===== src/rtl/multi_port_arbiter.sv =====
// Multi-port SRAM-like to single bus arbiter with per-port size/alignment checking.
// Define ARB_ROUND_ROBIN_EN for round-robin grant order; otherwise fixed priority (port 0 highest).

module mpa_port_decode (
  input  logic       i_en,
  input  logic [3:0] i_wen,
  input  logic [1:0] i_addr_lo,
  output logic       o_wr,
  output logic [1:0] o_size,
  output logic       o_err
);
  logic w_bad_wen;

  always_comb begin
    w_bad_wen = 1'b0;
    o_size    = 2'b10;
    case (i_wen)
      4'b0000, 4'b1111:                   o_size = 2'b10;
      4'b0001, 4'b0010, 4'b0100, 4'b1000: o_size = 2'b00;
      4'b0011, 4'b1100:                   o_size = 2'b01;
      default:                            w_bad_wen = 1'b1;
    endcase
  end

  assign o_wr  = |i_wen;
  assign o_err = i_en & (w_bad_wen |
                         ((o_size == 2'b01) & i_addr_lo[0]) |
                         ((o_size == 2'b10) & (|i_addr_lo)));
endmodule

module multi_port_arbiter #(
  parameter int NUM_PORTS = 2,
  parameter int ADDR_W    = 32
) (
  input  logic                        clk,
  input  logic                        reset,
  input  logic [NUM_PORTS-1:0]        port_en,
  input  logic [4*NUM_PORTS-1:0]      port_wen,
  input  logic [ADDR_W*NUM_PORTS-1:0] port_addr,
  input  logic [32*NUM_PORTS-1:0]     port_wdata,
  output logic [32*NUM_PORTS-1:0]     port_rdata,
  output logic [NUM_PORTS-1:0]        port_stall,
  output logic [NUM_PORTS-1:0]        port_err,
  output logic                        stall,
  output logic                        bus_req,
  output logic                        bus_wr,
  output logic [1:0]                  bus_size,
  output logic [ADDR_W-1:0]           bus_addr,
  output logic [31:0]                 bus_wdata,
  input  logic [31:0]                 bus_rdata,
  input  logic                        bus_addr_ok,
  input  logic                        bus_data_ok
);
  localparam int GW = $clog2(NUM_PORTS);

  typedef enum logic [1:0] {S_IDLE, S_REQ, S_WAIT} state_t;

  state_t                           r_state;
  logic [NUM_PORTS-1:0]             r_pending;
  logic [GW-1:0]                    r_grant;
  logic [NUM_PORTS-1:0][31:0]       r_rdata;
`ifdef ARB_ROUND_ROBIN_EN
  logic [GW-1:0]                    r_last;
`endif

  logic [NUM_PORTS-1:0][ADDR_W-1:0] w_addr;
  logic [NUM_PORTS-1:0][31:0]       w_wdata;
  logic [NUM_PORTS-1:0][1:0]        w_size;
  logic [NUM_PORTS-1:0]             w_wr;
  logic [NUM_PORTS-1:0]             w_valid;
  logic [NUM_PORTS-1:0]             w_remain;

  assign w_addr  = port_addr;
  assign w_wdata = port_wdata;

  for (genvar g = 0; g < NUM_PORTS; g++) begin : g_dec
    mpa_port_decode u_dec (
      .i_en      (port_en[g]),
      .i_wen     (port_wen[4*g +: 4]),
      .i_addr_lo (w_addr[g][1:0]),
      .o_wr      (w_wr[g]),
      .o_size    (w_size[g]),
      .o_err     (port_err[g])
    );
  end

  assign w_valid = port_en & ~port_err;

  always_comb begin
    w_remain          = r_pending;
    w_remain[r_grant] = 1'b0;
  end

`ifdef ARB_ROUND_ROBIN_EN
  // Lowest k wins: first requester found walking upward from last+1.
  function automatic logic [GW-1:0] f_select(input logic [NUM_PORTS-1:0] v,
                                             input logic [GW-1:0] last);
    logic [GW-1:0] sel;
    int            idx;
    sel = '0;
    for (int k = NUM_PORTS; k >= 1; k--) begin
      idx = (int'(last) + k) % NUM_PORTS;
      if (v[idx]) sel = GW'(idx);
    end
    return sel;
  endfunction
`else
  function automatic logic [GW-1:0] f_select(input logic [NUM_PORTS-1:0] v);
    logic [GW-1:0] sel;
    sel = '0;
    for (int k = NUM_PORTS - 1; k >= 0; k--)
      if (v[k]) sel = GW'(k);
    return sel;
  endfunction
`endif

  always_ff @(posedge clk or posedge reset) begin
    if (reset) begin
      r_state   <= S_IDLE;
      r_pending <= '0;
      r_grant   <= '0;
      r_rdata   <= '0;
`ifdef ARB_ROUND_ROBIN_EN
      r_last    <= GW'(NUM_PORTS - 1);
`endif
    end else begin
      case (r_state)
        S_IDLE: begin
          r_pending <= w_valid;
          if (|w_valid) begin
`ifdef ARB_ROUND_ROBIN_EN
            r_grant <= f_select(w_valid, r_last);
`else
            r_grant <= f_select(w_valid);
`endif
            r_state <= S_REQ;
          end
        end
        S_REQ: begin
`ifdef ARB_ROUND_ROBIN_EN
          r_last <= r_grant;
`endif
          if (bus_addr_ok) r_state <= S_WAIT;
        end
        S_WAIT: begin
          if (bus_data_ok) begin
            if (!w_wr[r_grant]) r_rdata[r_grant] <= bus_rdata;
            r_pending <= w_remain;
            if (|w_remain) begin
`ifdef ARB_ROUND_ROBIN_EN
              r_grant <= f_select(w_remain, r_last);
`else
              r_grant <= f_select(w_remain);
`endif
              r_state <= S_REQ;
            end else begin
              r_state <= S_IDLE;
            end
          end
        end
        default: r_state <= S_IDLE;
      endcase
    end
  end

  // Bus fields follow the granted port; masters hold them stable while stalled.
  assign bus_req    = (r_state == S_REQ);
  assign bus_wr     = w_wr[r_grant];
  assign bus_size   = w_size[r_grant];
  assign bus_addr   = w_addr[r_grant];
  assign bus_wdata  = w_wdata[r_grant];
  assign port_rdata = r_rdata;
  assign port_stall = r_pending;
  assign stall      = |r_pending;
endmodule


===== config.mk =====
export PLATFORM = sky130hd
export DESIGN_NAME = multi_port_arbiter
export DESIGN_NICKNAME = d
export VERILOG_FILES = /design/src/rtl/multi_port_arbiter.sv
export SDC_FILE = /design/constraint.sdc
export NUM_CORES = 1
export LEC_CHECK = 0
export ABC_AREA = 1
export CAP_MARGIN = 20
export CORE_MARGIN = 8
export CORE_UTILIZATION = 34
export CTS_CLUSTER_SIZE = 24
export DETAILED_ROUTE_END_ITERATION = 10
export GPL_TIMING_DRIVEN = 0
export PLACE_DENSITY = 0.83
export SYNTH_ARGS = -nofsm -noshare
export SYNTH_HDL_FRONTEND = slang
export SYNTH_SLANG_ARGS = --single-unit

===== constraint.sdc =====
create_clock -name clk -period 2.7 [get_ports clk]
set_input_delay 0.27 -clock clk [delete_from_list [all_inputs] [get_ports clk]]
set_output_delay 0.27 -clock clk [all_outputs]
set_load 0.01 [all_outputs]

==> results.toml, run 1 <==
[cts]
path_clk_slew_ns = 0.06
cts_root_buffer = "clkbuf_16"
clockBufferDepth = 2
clock-sinks = 69
ctsHoldBuffers = 0
cts_setup_buffers = 0
cts_tree = "built"
cts_resized = 0
cts_buffers = 9
htree_num_levels = 3
clock_latency_ns = 0.33

[sta]
fin_skew_ns = 0.006879
fin_crit_ns = 2.524
relSlewSlack = 0.4369
maxSlewViolCount = 0
hold_viol = 0
period_share = 0.9349
setup_viol_count_final = 0
grt_setup_unrepaired = "false"
fin_ws_ns = 0.1758
fmax_mhz = 396.2
tightest_slew_ns = 0.8446

[route]
wire_per_inst_um = 17.18
vias = 4608
viasPerCell = 4.544
ant_nets = 0
drc = 0
drt-initial-drc-count = 200
first_pass_iters = 5
drt-total-wl_um = 17420

[logic_synthesis]
synthCells = 546
synth_top_family_by_area = "simple AND/OR/NAND/NOR gates"
synth_fa_ha_area_frac = 0
yosys.area_share.simple = 0.3182
synth-compound-area-share = 0.1466
yosysTopAreaCellShare = 0.4304
synth-xor-area-share = 0
synthMuxAreaShare = 0
ys_ff_latch = 69
yosysWarnings = 0
ys_types = 27
syn_area_um2 = 4011
syn_avg_cell_area_um2 = 7.347
ys_seq_area_frac = 0.4304
synth_nets = 720
ys_top_cells_by_area = "dfrtp_1 (43%), nand2_1 (27%), o21ai_2 (12%)"
yosys.area.top_type = "dfrtp_1"

[grt]
antenna_found_initial = 0
grt_pass1_vias = 4599
grt_max_degree = 70
grtUsageTotal = 0.2155
overflow = 0
grt_pass1_wl_um = 26310

[placement]
gp_congestion = 0.7954
place_ws_ns = 0.4362
hpwlAfterDp_um = 14370
numPortBuffers = 310

[power]
leakage_nw = 3.693
total_power_mw = 5.602
vdd_ir_drop_max_mv = 0.4429
power_density_nw_per_um2 = 738.6

[critical_path]
start_kind = "flop"
crit_type = "flop to output pin"
arrival_ns = 2.25
rr_startpoint = "r_grant"
crit_fanout = 10
setup.worst_path.start = "r_grant"
end_kind = "output pin"
cp_data_required_time_ns = 2.43

[layout]
layout_commonest_cell = "clkdlybuf4s50_1"
n_antenna_cell = 0
nNetsFinal = 1041
drive_gt1_frac = 0.1228
final_cell_mix = "clkdlybuf4s50_1 (310), nand2_1 (293), dfrtp_1 (69)"
fillers = 959
area_growth_pct = 89.08

[die]
dieArea_um2 = 15530
rows = 39
coreArea_um2 = 11470
io_pins = 311
die-width_um = 124.6
start_util = 0.3498
die_h_um = 124.6

[job]
maxCapViolCount = 0

[worst_hold_path]
holdCritPathClass = "primary input to async pin"

[outcome]
status = "finished, final reports clean"
==> cell usage after synthesis <==
cell,n
nor3_4,1
buf_4,3
dfrtp_1,69
a31oi_1,1
inv_1,50
or2_2,1
clkbuf_1,7
nor3_2,1
nand3_1,3
buf_2,6
a21oi_2,1
nor2_4,1
nand2_4,2
o21ai_1,11
o21bai_1,1
inv_2,4
o2bb2ai_1,1
nor2_2,2
nor2_1,14
buf_6,12
o21ai_0,3
nand3_2,1
buf_1,1
a21oi_1,1
o21ai_2,55
nor2_8,1
nand2_1,293
==> critical path, cell delays in order, from the launching register on <==
cell and delay (ns):
dfrtp_1 0.35, buf_4 0.16, inv_2 0.12, clkbuf_1 0.40, nand2_1 0.18, nand2_1 0.10
clkdlybuf4s50_1 0.60
==> flip-flops by register name, summed over array words and instances (netlist names) <==
register,count
port_rdata,64
r_grant,1
port_stall,2
r_state,2
==> stage by stage <==
stage,util,instances,hold slack [ns],instance area [um2],TNS [ns]
2_1_floorplan,-,546,0.4311,4011,0
3_3_place_gp,0.6360,999,0.4612,7293,-36.92
3_5_place_dp,0.6362,999,0.4660,7296,0
4_1_cts,0.6614,1014,0.4805,7585,0
5_1_grt,0.6614,1014,0.5031,7585,0
6_report,0.6614,1014,0.4765,7585,0
==> final timing paths <==
kind | cells after the start | slack (ns) | end
worst max-delay path | 6 | 0.18 | bus_wdata[8]
min in group clk | 2 | 0.48 | port_rdata[28]
worst min register to register | 2 | 0.48 | port_rdata[28]
worst min-delay path | 2 | 0.48 | port_rdata[10]
max in group asynchronous | 2 | 1.68 | port_rdata[63]
worst max register to register | 6 | 1.24 | port_rdata[31]
==> power by group <==
group | switching, mW | internal, mW
clock network | 0.438 | 0.709
registers | 0.127 | 1.26
logic | 1.49 | 1.59
==> area by class of cell <==
cell class | count | area [um2] | area share
clock inverters | 6 | 63.81 | 0.008413
multi-input cells | 394 | 1864 | 0.2458
flip-flops and latches | 69 | 1727 | 0.2276
well taps | 143 | 178.9 | 0.02359
clock buffers | 9 | 225.2 | 0.02969
repair buffers | 310 | 3103 | 0.4091
plain buffers | 29 | 217.7 | 0.02870
inverters | 54 | 205.2 | 0.02705
==> per-layer routing <==
metal / GRT usage / vias up / share of wire
met2: 0.3958 / 207 / 0.53
met1: 0.2228 / 2077 / 0.36
li1: - / 2295 / -
met5: 0 / - / 0
met3: 0.07106 / 29 / 0.080
met4: 0.07725 / 0 / 0.026
==> kinds of logic after synthesis <==
kind of cell / Yosys count
compound gates: 74
simple gates: 320
buf+inv: 83
flops: 69
(Power assumes the default switching activity.)
==> run 2, diff against run 1 <==
--- a/config.mk
+++ b/config.mk
@@ -11,7 +11,6 @@
 export CORE_UTILIZATION = 34
 export CTS_CLUSTER_SIZE = 24
 export DETAILED_ROUTE_END_ITERATION = 10
-export GPL_TIMING_DRIVEN = 0
 export PLACE_DENSITY = 0.83
 export SYNTH_ARGS = -nofsm -noshare
 export SYNTH_HDL_FRONTEND = slang
==> results.toml, run 2 (synthesized netlist as in run 1, its figures left out) <==
[critical_path]
crit_type = "flop to output pin"
cp_data_required_time_ns = 2.43
start_kind = "flop"
arrival_ns = 2.14
crit_fanout = 45
end_kind = "output pin"

[power]
total_power_mw = 5.530
power_density_nw_per_um2 = 739.2
vdd_ir_drop_max_mv = 0.5067
leakage_nw = 3.636

[placement]
dp.cells = 978
gp_congestion = 0.8270
numPortBuffers = 310
placed_cell_area_um2 = 7187
hpwlAfterDp_um = 13710

[cts]
path_clk_slew_ns = 0.05
clockBufferDepth = 2
clock-sinks = 69
cts_buffers = 9
ctsHoldBuffers = 0
cts_setup_buffers = 0
clock_latency_ns = 0.32
cts_tree = "built"
htree_num_levels = 3
cts_resized = 0
cts_root_buffer = "clkbuf_16"

[grt]
grtUsageMet1 = 0.2166
grtUsageTotal = 0.2050
grt_pass1_vias = 4343
grt_pass1_wl_um = 25270
met2_usage = 0.3725
grt_use_met3 = 0.07106
grt.busiest_layer = "met2"
overflow = 0
grt_max_degree = 47
antenna_found_initial = 1

[die]
die-width_um = 124.6
dieArea_um2 = 15530
die_h_um = 124.6
start_util = 0.3498
rows = 39
io_pins = 311
coreArea_um2 = 11470

[sta]
fmax_mhz = 415.6
fin_skew_ns = 0.01030
maxSlewViolCount = 0
tightest_slew_ns = 0.5574
period_share = 0.8912
grt_setup_unrepaired = "false"
timing.setup.tns_ns = 0
setup_viol_count_final = 0
fin_crit_ns = 2.406
relSlewSlack = 0.6279
hold_viol = 0

[layout]
final_cell_mix = "clkdlybuf4s50_1 (310), nand2_1 (293), dfrtp_1 (68)"
seqCellArea_um2 = 1728
fillers = 959
area_growth_pct = 86.49
fin_util = 0.6524
drive_gt1_frac = 0.1106
design_area_um2 = 7481
nNetsFinal = 1020
stdcell_count = 994
layout_commonest_cell = "clkdlybuf4s50_1"
multiInputGateArea_um2 = 1864
largest_register_ffs = 64

[outcome]
status = "finished, final reports clean"

[route]
first_pass_iters = 4
drc = 0
wire_per_inst_um = 16.55
drt-total-wl_um = 16450
viasPerCell = 4.464
ant_nets = 0
drt-initial-drc-count = 183
vias = 4437

[job]
maxCapViolCount = 0

[worst_hold_path]
holdCritPathClass = "primary input to async pin"
-- run 2: report_power, final --
part / internal, mW / total, mW / switching [mW] / leakage (nW)
registers: 1.26 / 1.39 / 0.131 / 0.939
logic: 1.58 / 3.01 / 1.43 / 2.55
clock network: 0.732 / 1.13 / 0.402 / 0.145
-- run 2: worst max-delay path: stages (launching register included) --
cell             delay, ns
dfrtp_2               0.36
buf_4                 0.38
buf_4                 0.34
nand2_1               0.08
nand2_1               0.10
clkdlybuf4s50_1       0.55
-- run 2: path summary, 6_finish.rpt --
| check | start | endpoint | slack (ns) | depth (start not counted) |
|---|---|---|---|---|
| setup / recovery | r_grant | bus_addr[28] | 0.29 | 5 |
| hold / removal | reset | port_rdata[22] | 0.33 | 2 |
| setup reg to reg | r_grant | port_rdata[22] | 0.89 | 6 |
| hold reg to reg | port_rdata[25] | port_rdata[25] | 0.48 | 2 |
| max in group asynchronous | reset | r_grant | 1.72 | 3 |
| min in group clk | port_rdata[25] | port_rdata[25] | 0.48 | 2 |
-- run 2: stage by stage --
step,hold slack [ns],setup slack (ns)
3_5_place_dp,0.4668,0.5275
3_3_place_gp,0.4630,0.5404
2_1_floorplan,0.4311,0.6901
4_1_cts,0.3373,0.2447
6_report,0.3255,0.2938
5_1_grt,0.3788,0.1517
-- run 2: routing by layer --
layer | vias to the layer above | wire length, um | part of all wire
li1 | 2260 | - | -
met1 | 1973 | 6066 | 0.37
met2 | 183 | 8650 | 0.53
met3 | 21 | 1378 | 0.084
met4 | 0 | 356 | 0.022
met5 | - | 0 | 0
-- run 2: layout make-up --
class | instances | area share
well taps | 143 | 0.02392
flip-flops and latches | 69 | 0.2310
multi-input cells | 394 | 0.2492
repair buffers | 318 | 0.4295
clock inverters | 4 | 0.006523
clock buffers | 11 | 0.03245
inverters | 54 | 0.02709
diodes | 1 | 0.0003345
